===== src/rtl/fpu_share_arbiter.sv =====
// fpu_share_arbiter
//   Shares one FPU (sign-magnitude 8.8 operands, 2-bit op select, start/done
//   handshake, 32-bit result) among NREQ requesters. A round-robin grant is
//   taken in IDLE. The winner's operands are latched and the FPU is started
//   once. A watchdog bounds the wait for done. The result, or a timeout error,
//   is returned only to the granted requester.
//
// Ports
//   clk, reset         clock (rising edge), asynchronous active-low reset
//   req[NREQ]          request levels, held until ack
//   req_op/req_a/req_b packed per-requester op code (2b) and operands (17b)
//   ack[NREQ]          one-hot pulse: operands latched for that requester
//   rsp_valid[NREQ]    one-hot pulse: rsp_result/rsp_err valid for requester
//   rsp_result, rsp_err response payload; held until the next response
//   busy               high whenever the arbiter is not idle
//   fpu_start, fpu_S, fpu_sign_*, fpu_int_*, fpu_frac_*  FPU command side
//   fpu_result, fpu_done                                 FPU completion side
module fpu_share_arbiter #(
    parameter int unsigned NREQ    = 4,
    parameter int unsigned TIMEOUT = 64
) (
    input  logic                 clk,
    input  logic                 reset,
    input  logic [NREQ-1:0]      req,
    input  logic [2*NREQ-1:0]    req_op,
    input  logic [17*NREQ-1:0]   req_a,
    input  logic [17*NREQ-1:0]   req_b,
    output logic [NREQ-1:0]      ack,
    output logic [NREQ-1:0]      rsp_valid,
    output logic [31:0]          rsp_result,
    output logic                 rsp_err,
    output logic                 busy,
    output logic                 fpu_start,
    output logic [1:0]           fpu_S,
    output logic                 fpu_sign_a,
    output logic                 fpu_sign_b,
    output logic [7:0]           fpu_int_a,
    output logic [7:0]           fpu_frac_a,
    output logic [7:0]           fpu_int_b,
    output logic [7:0]           fpu_frac_b,
    input  logic [31:0]          fpu_result,
    input  logic                 fpu_done
);

    localparam int unsigned IW = (NREQ > 1) ? $clog2(NREQ) : 1;
    localparam int unsigned WW = (TIMEOUT > 1) ? $clog2(TIMEOUT) : 1;

    typedef enum logic [1:0] {IDLE, ISSUE, WAIT, RESP} state_t;

    state_t        state;
    logic [IW-1:0] ptr;
    logic [IW-1:0] owner;
    logic [WW-1:0] wdog;

    logic [IW-1:0] grant;
    logic [IW-1:0] cand;
    logic          grant_ok;
    logic [1:0]    op_arr [NREQ];
    logic [16:0]   a_arr  [NREQ];
    logic [16:0]   b_arr  [NREQ];

    always_comb begin
        for (int unsigned i = 0; i < NREQ; i++) begin
            op_arr[i] = req_op[2*i +: 2];
            a_arr[i]  = req_a[17*i +: 17];
            b_arr[i]  = req_b[17*i +: 17];
        end
    end

    // First requesting index at or above the pointer, wrapping past NREQ-1.
    always_comb begin
        grant    = '0;
        cand     = '0;
        grant_ok = 1'b0;
        for (int unsigned k = 0; k < NREQ; k++) begin
            cand = IW'((32'(ptr) + k) % NREQ);
            if (!grant_ok && req[cand]) begin
                grant    = cand;
                grant_ok = 1'b1;
            end
        end
    end

    always_ff @(posedge clk or negedge reset) begin
        if (!reset) begin
            state      <= IDLE;
            ptr        <= '0;
            owner      <= '0;
            wdog       <= '0;
            ack        <= '0;
            rsp_valid  <= '0;
            rsp_result <= '0;
            rsp_err    <= 1'b0;
            busy       <= 1'b0;
            fpu_start  <= 1'b0;
            fpu_S      <= '0;
            fpu_sign_a <= 1'b0;
            fpu_sign_b <= 1'b0;
            fpu_int_a  <= '0;
            fpu_frac_a <= '0;
            fpu_int_b  <= '0;
            fpu_frac_b <= '0;
        end else begin
            ack       <= '0;
            rsp_valid <= '0;
            fpu_start <= 1'b0;
            case (state)
                IDLE: begin
                    if (grant_ok) begin
                        fpu_S <= op_arr[grant];
                        {fpu_sign_a, fpu_int_a, fpu_frac_a} <= a_arr[grant];
                        {fpu_sign_b, fpu_int_b, fpu_frac_b} <= b_arr[grant];
                        ack   <= {{(NREQ-1){1'b0}}, 1'b1} << grant;
                        owner <= grant;
                        ptr   <= (grant == IW'(NREQ-1)) ? '0 : grant + 1'b1;
                        busy  <= 1'b1;
                        state <= ISSUE;
                    end
                end
                ISSUE: begin
                    fpu_start <= 1'b1;
                    wdog      <= '0;
                    state     <= WAIT;
                end
                WAIT: begin
                    // done is tested first so it wins over a coinciding timeout
                    if (fpu_done) begin
                        rsp_result <= fpu_result;
                        rsp_err    <= 1'b0;
                        rsp_valid  <= {{(NREQ-1){1'b0}}, 1'b1} << owner;
                        state      <= RESP;
                    end else if (wdog == WW'(TIMEOUT-1)) begin
                        rsp_result <= '0;
                        rsp_err    <= 1'b1;
                        rsp_valid  <= {{(NREQ-1){1'b0}}, 1'b1} << owner;
                        state      <= RESP;
                    end else begin
                        wdog <= wdog + 1'b1;
                    end
                end
                RESP: begin
                    busy  <= 1'b0;
                    state <= IDLE;
                end
                default: state <= IDLE;
            endcase
        end
    end

endmodule


===== config.mk =====
export PLATFORM = sky130hd
export DESIGN_NAME = fpu_share_arbiter
export DESIGN_NICKNAME = d
export VERILOG_FILES = /design/src/rtl/fpu_share_arbiter.sv
export SDC_FILE = /design/constraint.sdc
export NUM_CORES = 1
export LEC_CHECK = 0
export CORE_ASPECT_RATIO = 0.75
export CORE_UTILIZATION = 40
export CTS_CLUSTER_SIZE = 20
export DETAILED_ROUTE_END_ITERATION = 8
export PLACE_DENSITY = 0.87
export REMOVE_ABC_BUFFERS = 1
export SYNTH_ARGS = -nofsm -noshare
export SYNTH_HDL_FRONTEND = slang
export SYNTH_SLANG_ARGS = --single-unit

===== constraint.sdc =====
create_clock -name clk -period 2.05 [get_ports clk]
set_input_delay 0.41 -clock clk [delete_from_list [all_inputs] [get_ports clk]]
set_output_delay 0.41 -clock clk [all_outputs]
set_load 0.05 [all_outputs]

==> results_dict.tcl <==
set metrics [dict create \
    rows 34 \
    tightest_slew_ns 0.565 \
    crit_buf_inv 4 \
    synthXorXnorAreaFrac 0.00182 \
    finalClockSkew_ns 0.00799 \
    grt_pass1_wl_um 25800 \
    critPathCaptureType "flip-flop" \
    clock_power_share 0.122 \
    max_stage_delay_ns 0.49 \
    cts_root_buffer "clkbuf_16" \
    grt_max_degree 52 \
    dp_hpwl_um 12200 \
    ant_nets 0 \
    worstPathRequired_ns 2.26 \
    p_int_uw 6600 \
    ys_ff_latch 91 \
    vias_per_cell 5.47 \
    die_x_um 129 \
    clockBufferDepth 2 \
    crit_path_frequent_cell "mux2i_1" \
    dr_total_vias 4974 \
    leakagePower_uw 0.00346 \
    routed_wl_um 17000 \
    cts.sinks 91 \
    crit_chain "clkdlybuf4s50_1 > buf_4 > mux2i_1 > or2_1 > and3_1 > inv_4 > buf_12 > mux2i_1 > a211oi_2" \
    cts_buffers 9 \
    grt_use_total 0.267 \
    path_class "input port to flip-flop" \
    hold_viol_final 0 \
    die_area_um2 12500 \
    die_y_um 97.0 \
    power_frac_seq 0.242 \
    antenna_found_initial 2 \
    grt_pass1_vias 5168 \
    slew_viol_final 0 \
    grt_overflow 0 \
    finalSetupViolations 2 \
    peakVddDrop_v 0.000914 \
    synth_mux_area_frac 0.0793 \
    critPathSlowestCell "clkdlybuf4s50_1" \
    stdcell_count 909 \
    max_freq_mhz 482 \
    finalCritPeriodShare 1.01 \
    fin_ws_ns -0.0260 \
    cts_setup_buffers 0 \
    clk_latency_ns 0.34 \
    critPathTopFamily "buffers and inverters" \
    syn-mean-instance-area_um2 10.3 \
    path_clk_slew_ns 0.07 \
    drive_gt1_frac 0.146 \
    yosys.area_share.adder 0.0182 \
    initial_core_util 0.413 \
    nets 930 \
    synthDistinctLibCells 40 \
    place.gp.congestion 0.865 \
    cp_max_fo 26 \
    cts_tree "yes" \
    switchingPower_uw 6170 \
    syn_area_um2 4810 \
    maxCapViolCount 0 \
    synth_warnings 0 \
    firstDrtPassIters 4 \
    violations "setup timing" \
    synth_compound_area_frac 0.238 \
    synth_top_family_by_area "compound AO/OA/AOI/OAI gates" \
    n_fill_cell 859 \
    core-area_um2 11700 \
    outcome "finished with violations" \
    synthCells 468 \
    portBuffers 261 \
    drc_errors 0 \
    htree_levels 3 \
    ys_seq_area_frac 0.473 \
    p_sw_frac 0.483 \
    combinationalPowerShare 0.636 \
    critPathArrivalTime_ns 2.29 \
    setup.worst_path.start_class "input port" \
    rsz0062_at_grt "yes" \
    pin_count 262 \
    power_density_nw_per_um2 1530 \
    min_period_ns 2.08 \
    slew_headroom 0.622 \
    synth-simple-area-share 0.145 \
    wl_per_cell_um 18.7 \
    min_path_type "flip-flop to flip-flop" \
    area_delta_synth_final_pct 72.8 \
    timing.setup.tns_ns -0.0269 \
    place_inst 887 \
    drtIter0Drc 191 \
]
final timing paths:
| check | slack [ns] | depth (start not counted) | to | from |
|---|---|---|---|---|
| max | -0.03 | 9 | fpu_frac_a[4]$_DFFE_PN0P_ | req[0] |
| min | 0.51 | 1 | rsp_result[21]$_DFFE_PN0P_ | rsp_result[21]$_DFFE_PN0P_ |
| min reg2reg | 0.51 | 1 | rsp_result[21]$_DFFE_PN0P_ | rsp_result[21]$_DFFE_PN0P_ |
| max reg2reg | 0.13 | 7 | fpu_frac_a[4]$_DFFE_PN0P_ | ptr[1]$_DFFE_PN0P_ |
| max in group asynchronous | 0.94 | 3 | fpu_int_b[7]$_DFFE_PN0P_ | reset |
| min in group asynchronous | 0.52 | 2 | wdog[3]$_DFFE_PN0P_ | reset |
repair_timing:
action,in CTS,in global routing
gates resized for setup,2,17
setup endpoints to repair,2,32
hold buffers,1,0
pin swaps,0,2
cloned,0,3
endpoints found under the hold margin,23,0
cells in the final DEF, fill, tap and decap left out, types with 2 or more instances in the layout:
cell type and n:
a22o_1 32, nor3b_1 2, a211oi_1 34, a21oi_1 3
buf_12 12, mux2i_2 4, nor3_1 39, buf_4 25
a21o_1 2, dfrtp_1 91, ha_1 7, diode_2 2
a31oi_1 6, inv_6 2, mux2i_1 32, clkinv_4 3
clkdlybuf4s50_1 258, nand2_1 53, nand2b_1 5, and3_1 4
clkbuf_16 11, inv_1 5, o21ai_0 6, nor2_1 42
a211oi_2 38
synth_stat cells, drive strengths merged:
master / number / area share
dfrtp: 91 / 0.47
a211oi: 72 / 0.14
nand2: 53 / 0.041
nor2: 43 / 0.034
nor3: 40 / 0.043
mux2i: 37 / 0.077
a22o: 32 / 0.058
clkbuf: 23 / 0.018
buf: 16 / 0.022
ha: 7 / 0.018
o21ai: 7 / 0.0096
a31oi: 6 / 0.0078
inv: 6 / 0.0047
a21oi: 5 / 0.0052
nand2b: 5 / 0.0065
and3: 4 / 0.0052
a21o: 2 / 0.0031
and2: 2 / 0.0026
nor3b: 2 / 0.0031
or2: 2 / 0.0026
a311oi: 1 / 0.0031
a31o: 1 / 0.0018
a32o: 1 / 0.0021
a41oi: 1 / 0.0018
and4: 1 / 0.0018
mux2: 1 / 0.0023
nand3: 1 / 0.0010
nand3b: 1 / 0.0016
nor2b: 1 / 0.0013
o22a: 1 / 0.0018
o22ai: 1 / 0.0013
or4: 1 / 0.0016
xnor2: 1 / 0.0018
routing by layer:
metal	GRT usage	vias to the layer above	part of all wire	wire length, µm
met4	0.108	0	0.033	554
met3	0.0675	53	0.078	1340
met5	0	-	0	0
met2	0.448	245	0.48	8260
li1	-	2281	-	-
met1	0.327	2395	0.40	6890
stage by stage:
stage               setup slack (ns)  cell area [µm²]  hold slack, ns  power [µW]  utilization
floorplan                     -0.978             4620           0.114        7860            -
global route                 -0.0635             8320           0.519       13400        0.714
finish                       -0.0260             8320           0.505       12800        0.714
global placement              -0.314             7870           0.336       10700        0.675
CTS                          0.00976             8170           0.499       12600        0.701
detailed placement            -0.400             7870           0.339       11000        0.675
state kept, by name, summed over array words and instances, names as in the netlist:
| register | flops |
|---|---|
| fpu_frac_b | 8 |
| wdog | 6 |
| rsp_result | 32 |
| rsp_err | 1 |
| fpu_sign_b | 1 |
| state | 2 |
| fpu_S | 2 |
| fpu_sign_a | 1 |
| busy | 1 |
| fpu_int_b | 8 |
| ptr | 2 |
| fpu_int_a | 8 |
| fpu_frac_a | 8 |
| fpu_start | 1 |
| ack | 4 |
| rsp_valid | 4 |
| owner | 2 |
final cells by class:
class | count | area [µm²] | area share
Multi-Input combinational cell | 332 | 2440 | 0.293
Antenna cell | 2 | 5.00 | 0.000602
Inverter | 6 | 25.0 | 0.00301
Timing Repair Buffer | 300 | 3090 | 0.372
Sequential cell | 91 | 2280 | 0.274
Clock inverter | 6 | 48.8 | 0.00587
Clock buffer | 10 | 229 | 0.0275
Tap cell | 162 | 203 | 0.0244
logic make-up (layout without fill, tap and decap cells):
family,Yosys count,count (layout)
muxes,38,38
DFF,91,91
buffers and inverters,45,322
adders and majority gates,7,7
AOI/OAI and AO/OA,130,130
other,0,2
and+or+nand+nor,156,156
xor gates and xnor gates,1,1
power groups by stage:
stage	combinational, µW	clock [µW]	sequential, µW
after CTS	7910	1590	3080
final	8120	1560	3080
after detailed placement	7860	0	3100
after global routing	8520	1670	3170
after global placement	7660	0	3060
after floorplan	2410	0	5460
No activity file was read; power rests on OpenSTA's default activity.
